[src/rtl/write_data_packer_if.sv]
// Bus bundle between the frontend write-data source, the packer and the
// write data FIFO. The slave modport is the packer's view; the master
// modport is the view of whatever drives the beats and owns the FIFO flag.
// Optional macro: WRITE_PACKER_ABORT_EN adds the i_abort signal.

`ifndef FRONTEND_WORD_SIZE
`define FRONTEND_WORD_SIZE 256
`endif

interface write_data_packer_if #(
    parameter int FE_WIDTH = `FRONTEND_WORD_SIZE,
    parameter int BEATS    = 4,
    parameter int BE_WIDTH = FE_WIDTH * BEATS
);
    localparam int CNT_WIDTH = $clog2(BEATS);

    logic                 i_fe_valid;
    logic [FE_WIDTH-1:0]  i_fe_data;
    logic                 o_fe_ready;
    logic                 o_wr_en;
    logic [BE_WIDTH-1:0]  o_wr_data;
    logic                 i_fifo_full;
    logic [CNT_WIDTH-1:0] o_beat_cnt;
    logic                 o_out_valid;
`ifdef WRITE_PACKER_ABORT_EN
    logic                 i_abort;
`endif

`ifdef WRITE_PACKER_ABORT_EN
    modport slave (
        input  i_fe_valid, i_fe_data, i_fifo_full, i_abort,
        output o_fe_ready, o_wr_en, o_wr_data, o_beat_cnt, o_out_valid
    );

    modport master (
        output i_fe_valid, i_fe_data, i_fifo_full, i_abort,
        input  o_fe_ready, o_wr_en, o_wr_data, o_beat_cnt, o_out_valid
    );
`else
    modport slave (
        input  i_fe_valid, i_fe_data, i_fifo_full,
        output o_fe_ready, o_wr_en, o_wr_data, o_beat_cnt, o_out_valid
    );

    modport master (
        output i_fe_valid, i_fe_data, i_fifo_full,
        input  o_fe_ready, o_wr_en, o_wr_data, o_beat_cnt, o_out_valid
    );
`endif

endinterface

[src/rtl/write_data_packer.sv]
// Write data packer: gathers BEATS frontend beats into one backend word and
// pushes it into the write data FIFO. An assembly register collects the beats
// while an output register holds the finished word until the FIFO takes it,
// so a continuous beat stream runs at one beat per cycle while the FIFO has
// room.
// Optional macro: WRITE_PACKER_ABORT_EN adds a synchronous i_abort that drops
// the partially assembled word without touching a pending output word.

`ifndef FRONTEND_WORD_SIZE
`define FRONTEND_WORD_SIZE 256
`endif

module write_data_packer #(
    parameter int FE_WIDTH = `FRONTEND_WORD_SIZE,
    parameter int BEATS    = 4,
    parameter int BE_WIDTH = FE_WIDTH * BEATS
) (
    input  logic                 i_clk,
    input  logic                 i_rst_n,
    write_data_packer_if.slave   bus
);

    localparam int                   CNT_WIDTH = $clog2(BEATS);
    localparam logic [CNT_WIDTH-1:0] LAST_CNT  = CNT_WIDTH'(BEATS - 1);
    localparam int                   TOP_LSB   = (BEATS - 1) * FE_WIDTH;

    logic [CNT_WIDTH-1:0] cnt;
    logic [BE_WIDTH-1:0]  asm_reg;
    logic [BE_WIDTH-1:0]  out_reg;
    logic                 out_valid;

    logic                 last_beat;
    logic                 push;
    logic                 fe_ready;
    logic                 accept;
    logic                 load_out;
    logic                 abort;
    logic [BE_WIDTH-1:0]  packed_word;

`ifdef WRITE_PACKER_ABORT_EN
    assign abort = bus.i_abort;
`else
    assign abort = 1'b0;
`endif

    assign last_beat = (cnt == LAST_CNT);
    assign push      = out_valid && !bus.i_fifo_full;
    assign fe_ready  = (!last_beat || !out_valid || !bus.i_fifo_full) && !abort;
    assign accept    = bus.i_fe_valid && fe_ready;
    assign load_out  = accept && last_beat;

    // Finished word: the assembled lower slices with the incoming last beat on top.
    always_comb begin
        packed_word = asm_reg;
        packed_word[TOP_LSB +: FE_WIDTH] = bus.i_fe_data;
    end

    // Beat counter: advances per accepted beat, wraps after the last one, cleared on abort.
    always_ff @(posedge i_clk or negedge i_rst_n) begin
        if (!i_rst_n) begin
            cnt <= '0;
        end else if (abort) begin
            cnt <= '0;
        end else if (accept) begin
            if (last_beat) begin
                cnt <= '0;
            end else begin
                cnt <= cnt + CNT_WIDTH'(1);
            end
        end
    end

    // Assembly register: each accepted non-last beat lands in its slice; stale slices are overwritten before reuse.
    always_ff @(posedge i_clk or negedge i_rst_n) begin
        if (!i_rst_n) begin
            asm_reg <= '0;
        end else if (accept && !last_beat) begin
            asm_reg[cnt * FE_WIDTH +: FE_WIDTH] <= bus.i_fe_data;
        end
    end

    // Output slot: loads on the last beat, empties on a push unless refilled on the same edge.
    always_ff @(posedge i_clk or negedge i_rst_n) begin
        if (!i_rst_n) begin
            out_reg   <= '0;
            out_valid <= 1'b0;
        end else if (load_out) begin
            out_reg   <= packed_word;
            out_valid <= 1'b1;
        end else if (push) begin
            out_valid <= 1'b0;
        end
    end

    assign bus.o_fe_ready  = fe_ready;
    assign bus.o_wr_en     = push;
    assign bus.o_wr_data   = out_reg;
    assign bus.o_beat_cnt  = cnt;
    assign bus.o_out_valid = out_valid;

endmodule

[src/flat_wrapper.sv]
// flat-port wrapper written by rule: the top's interface ports become plain ports
module write_data_packer_flat 
#(
    parameter int FE_WIDTH = `FRONTEND_WORD_SIZE,
    parameter int BEATS    = 4,
    parameter int BE_WIDTH = FE_WIDTH * BEATS
)
  (i_clk, i_rst_n, bus_i_fe_valid, bus_i_fe_data, bus_i_fifo_full, bus_o_fe_ready, bus_o_wr_en, bus_o_wr_data, bus_o_beat_cnt, bus_o_out_valid);
  write_data_packer_if #(.FE_WIDTH(FE_WIDTH), .BEATS(BEATS), .BE_WIDTH(BE_WIDTH)) bus_i ();
  input  logic i_clk;
  input  logic i_rst_n;
  input wire logic [$bits(bus_i.i_fe_valid)-1:0] bus_i_fe_valid;
  input wire logic [$bits(bus_i.i_fe_data)-1:0] bus_i_fe_data;
  input wire logic [$bits(bus_i.i_fifo_full)-1:0] bus_i_fifo_full;
  output wire logic [$bits(bus_i.o_fe_ready)-1:0] bus_o_fe_ready;
  output wire logic [$bits(bus_i.o_wr_en)-1:0] bus_o_wr_en;
  output wire logic [$bits(bus_i.o_wr_data)-1:0] bus_o_wr_data;
  output wire logic [$bits(bus_i.o_beat_cnt)-1:0] bus_o_beat_cnt;
  output wire logic [$bits(bus_i.o_out_valid)-1:0] bus_o_out_valid;
  assign bus_i.i_fe_valid = bus_i_fe_valid;
  assign bus_i.i_fe_data = bus_i_fe_data;
  assign bus_i.i_fifo_full = bus_i_fifo_full;
  assign bus_o_fe_ready = bus_i.o_fe_ready;
  assign bus_o_wr_en = bus_i.o_wr_en;
  assign bus_o_wr_data = bus_i.o_wr_data;
  assign bus_o_beat_cnt = bus_i.o_beat_cnt;
  assign bus_o_out_valid = bus_i.o_out_valid;
  write_data_packer #(.FE_WIDTH(FE_WIDTH), .BEATS(BEATS), .BE_WIDTH(BE_WIDTH)) u_core (.i_clk(i_clk), .i_rst_n(i_rst_n), .bus(bus_i));
endmodule
[config.mk]
export PLATFORM = sky130hd
export DESIGN_NAME = write_data_packer_flat
export DESIGN_NICKNAME = d
export VERILOG_FILES = /design/src/rtl/write_data_packer_if.sv /design/src/rtl/write_data_packer.sv /design/src/flat_wrapper.sv
export SDC_FILE = /design/constraint.sdc
export NUM_CORES = 2
export LEC_CHECK = 0
export CORE_AREA = 10 10 488 490
export DETAILED_ROUTE_END_ITERATION = 6
export DIE_AREA = 0 0 498 500
export PLACE_DENSITY = 0.46
export SETUP_SLACK_MARGIN = 0.1
export SLEW_MARGIN = 30
export SYNTH_ARGS = -nofsm -noshare
export SYNTH_HDL_FRONTEND = slang
export SYNTH_SLANG_ARGS = --single-unit
[constraint.sdc]
create_clock -name i_clk -period 3.2 [get_ports i_clk]
set_input_delay 0.8 -clock i_clk [delete_from_list [all_inputs] [get_ports i_clk]]
set_output_delay 0.8 -clock i_clk [all_outputs]
set_load 0.02 [all_outputs]
==> impl_metrics.toml <==
[detailed_routing]
wirelength_mm = 262
drcViolationCount = 0
vias = 44500
wire_per_inst_um = 27.6
drt_iter0_markers = 2511
viasPerCell = 4.67
dr.pass1.iters = 5
detail-route-antenna-nets = 0

[timing]
setup_tns_ps = 0
period_share = 0.914
rsz0062_at_grt = "false"
tightest_slew_ps = 726
final_max_slew_viol_count = 0
max_freq_mhz = 342
maxSlewHeadroom = 0.514
fin_crit_ps = 2930
hold_viol = 0
skew_ps = 64.4
whs_ps = 457
setup_viol = 0

[power]
p_leak_nw = 41.2
power.density_mw_per_mm2 = 1010
ir_drop_mv = 0.524
total_power_mw = 92.7

[worst_setup_path]
reg2reg_to = "u_core.asm_reg[622]$_DFFE_PN0P_"
cp-end-kind = "output port"
rr_startpoint = "u_core.bus.o_beat_cnt[0]$_DFFE_PN0N_"
cp.arrival_ps = 2130
cp-start-kind = "register"
cp_max_fo = 4
cp_data_required_time_ps = 2400
critPathKind = "reg2out"
rr_worst_depth = 7
rrSetupSlack_ps = 650
cp-startpoint = "u_core.bus.o_out_valid$_DFFE_PN0P_"

[grt]
grt_pass1_wl_mm = 373
grt_pass1_vias = 46200
grtUsageTotal = 0.205
grt.overflow.total = 0
grt_max_degree = 115
antenna_found_initial = 20

[clock_tree]
cts_tree = "yes"
insertion_delay_ps = 860
h-tree-depth = 4
clk_pin_slew_ps = 60
cts_root_buf = "clkbuf_16"
numCtsBuffers = 198
post_cts_buffers = 0
cts.path.max_buffers = 3
clock_sinks = 1795

[synth]
synth.largest_area_cell = "dfrtp_1"
synth_area_leaders = "dfrtp_1, mux2_2, nand2_1"
yosysSeqAreaShare = 0.665
syn_area_mm2 = 0.0675
ys_seq_elements = 1795
yosys_warnings = 0
postSynthCellCount = 4977
avgSynthCellArea_um2 = 13.6
synth_compound_area_frac = 0.0715
synth_top_family_by_area = "multiplexers"
netlist.area_leader.share = 0.665
syn_nets = 5242
synth_fa_ha_area_frac = 0.000927
muxShareOfSynthArea = 0.171
synthXorXnorAreaFrac = 0
yosys.area_share.simple = 0.0589
synth.distinct_cells = 27

[layout]
final_cell_mix = "dfrtp_1, clkdlybuf4s50_1, nand2_1, mux2_2, o21ai_0"
nNetsFinal = 6592
syn_to_final_growth_pct = 35.5
layout.cells.non_filler = 9522
fin_area_mm2 = 0.0915
drive_gt1_frac = 0.239
final_common_cell = "dfrtp_1"
largest_register_ffs = 1024

[min_path]
hp-start = "u_core.asm_reg[287]$_DFFE_PN0P_"
holdPathStages = 1
hold_path_class = "reg2reg"
hold_path_end = "u_core.bus.o_wr_data[287]$_DFFE_PN0P_"

[floorplanning]
core_mm2 = 0.229
rows = 176
die_width_um = 498
dieArea_mm2 = 0.249
start_util = 0.295
die_h_um = 500
pin_count = 1289

[place]
postPlaceCellArea_mm2 = 0.0848
dp_cells = 9152
dp_hpwl_mm = 192
io_buffers = 1288
routabilityCongestion = 0.789

[outcome]
status = "complete, no violations"

[run]
max-cap-violations = 0
[layer usage]
metal | track usage | part of all wire | vias up
li1 | - | - | 19800
met1 | 0.252 | 0.41 | 23000
met2 | 0.332 | 0.47 | 1335
met3 | 0.0834 | 0.090 | 287
met4 | 0.0563 | 0.029 | 4
met5 | 0 | 0.00012 | -
[power breakdown]
part	total, mW	internal (mW)	switching [mW]
combinational	34.1	15.2	18.9
clock	23.3	13.5	9.81
sequential	35.2	30.8	4.41
[worst max path at each step]
stage / slack, ps / endpoint / depth (start not counted)
5_1_grt: 100 / bus_o_wr_en / 2
2_1_floorplan: 1170 / u_core.bus.o_wr_data[1000]$_DFFE_PN0P_ / 5
4_1_cts: 140 / bus_o_wr_en / 2
6_report: 270 / bus_o_wr_en / 2
3_3_place_gp: 220 / bus_o_wr_en / 3
3_5_place_dp: 230 / u_core.bus.o_wr_data[80]$_DFFE_PN0P_ / 6
[cell type report]
cell class / count / area [um2]
antenna: 6 / 15.0
multi-input combinational: 2840 / 20400
clock inverter: 70 / 835
clock buffer: 293 / 5820
tap: 3026 / 3790
fill: 21700 / 137000
sequential: 1795 / 44900
inverter: 2 / 7.51
timing repair buffer: 1490 / 15700
[through the flow]
step | utilization | setup slack (ps)
global route | 0.400 | 102
CTS | 0.400 | 141
global placement | 0.371 | 224
floorplan | - | 1170
finish | 0.400 | 274
detailed placement | 0.371 | 232
[cells in the mapped netlist, drive strengths merged]
cell type and count:
nor2 2, and4 1, nor4b 1, ha 5
mux2 1024, nand2 1027, dfrtp 1795, clkbuf 77
a21oi 1, nand3b 2, and3 1, and4bb 1
a31o 1, buf 263, a22o 256, a31oi 1
nor2b 2, o21ai 512, inv 2, nand3 2
and3b 1
[cells by family (layout without fill, tap and decap cells)]
| group | count (synthesis) | count (layout) |
|---|---|---|
| simple gates | 1040 | 1040 |
| buf+inv | 342 | 1855 |
| flops | 1795 | 1795 |
| other cells | 0 | 6 |
| mux | 1024 | 1024 |
| compound gates | 771 | 771 |
| fa+ha+maj | 5 | 5 |
[critical path, stage by stage (launching register included)]
cell	delay [ps]
dfrtp_1	390
nor2b_1	220
clkdlybuf4s50_1	660
[timing repair]
action | in CTS | in global routing
endpoints found under the setup margin | 2 | 0
hold buffers | 1 | 0
hold endpoints to repair | 32 | 0
gates resized for setup | 2 | 0
Note: power is estimated with default switching activity, not from simulation.
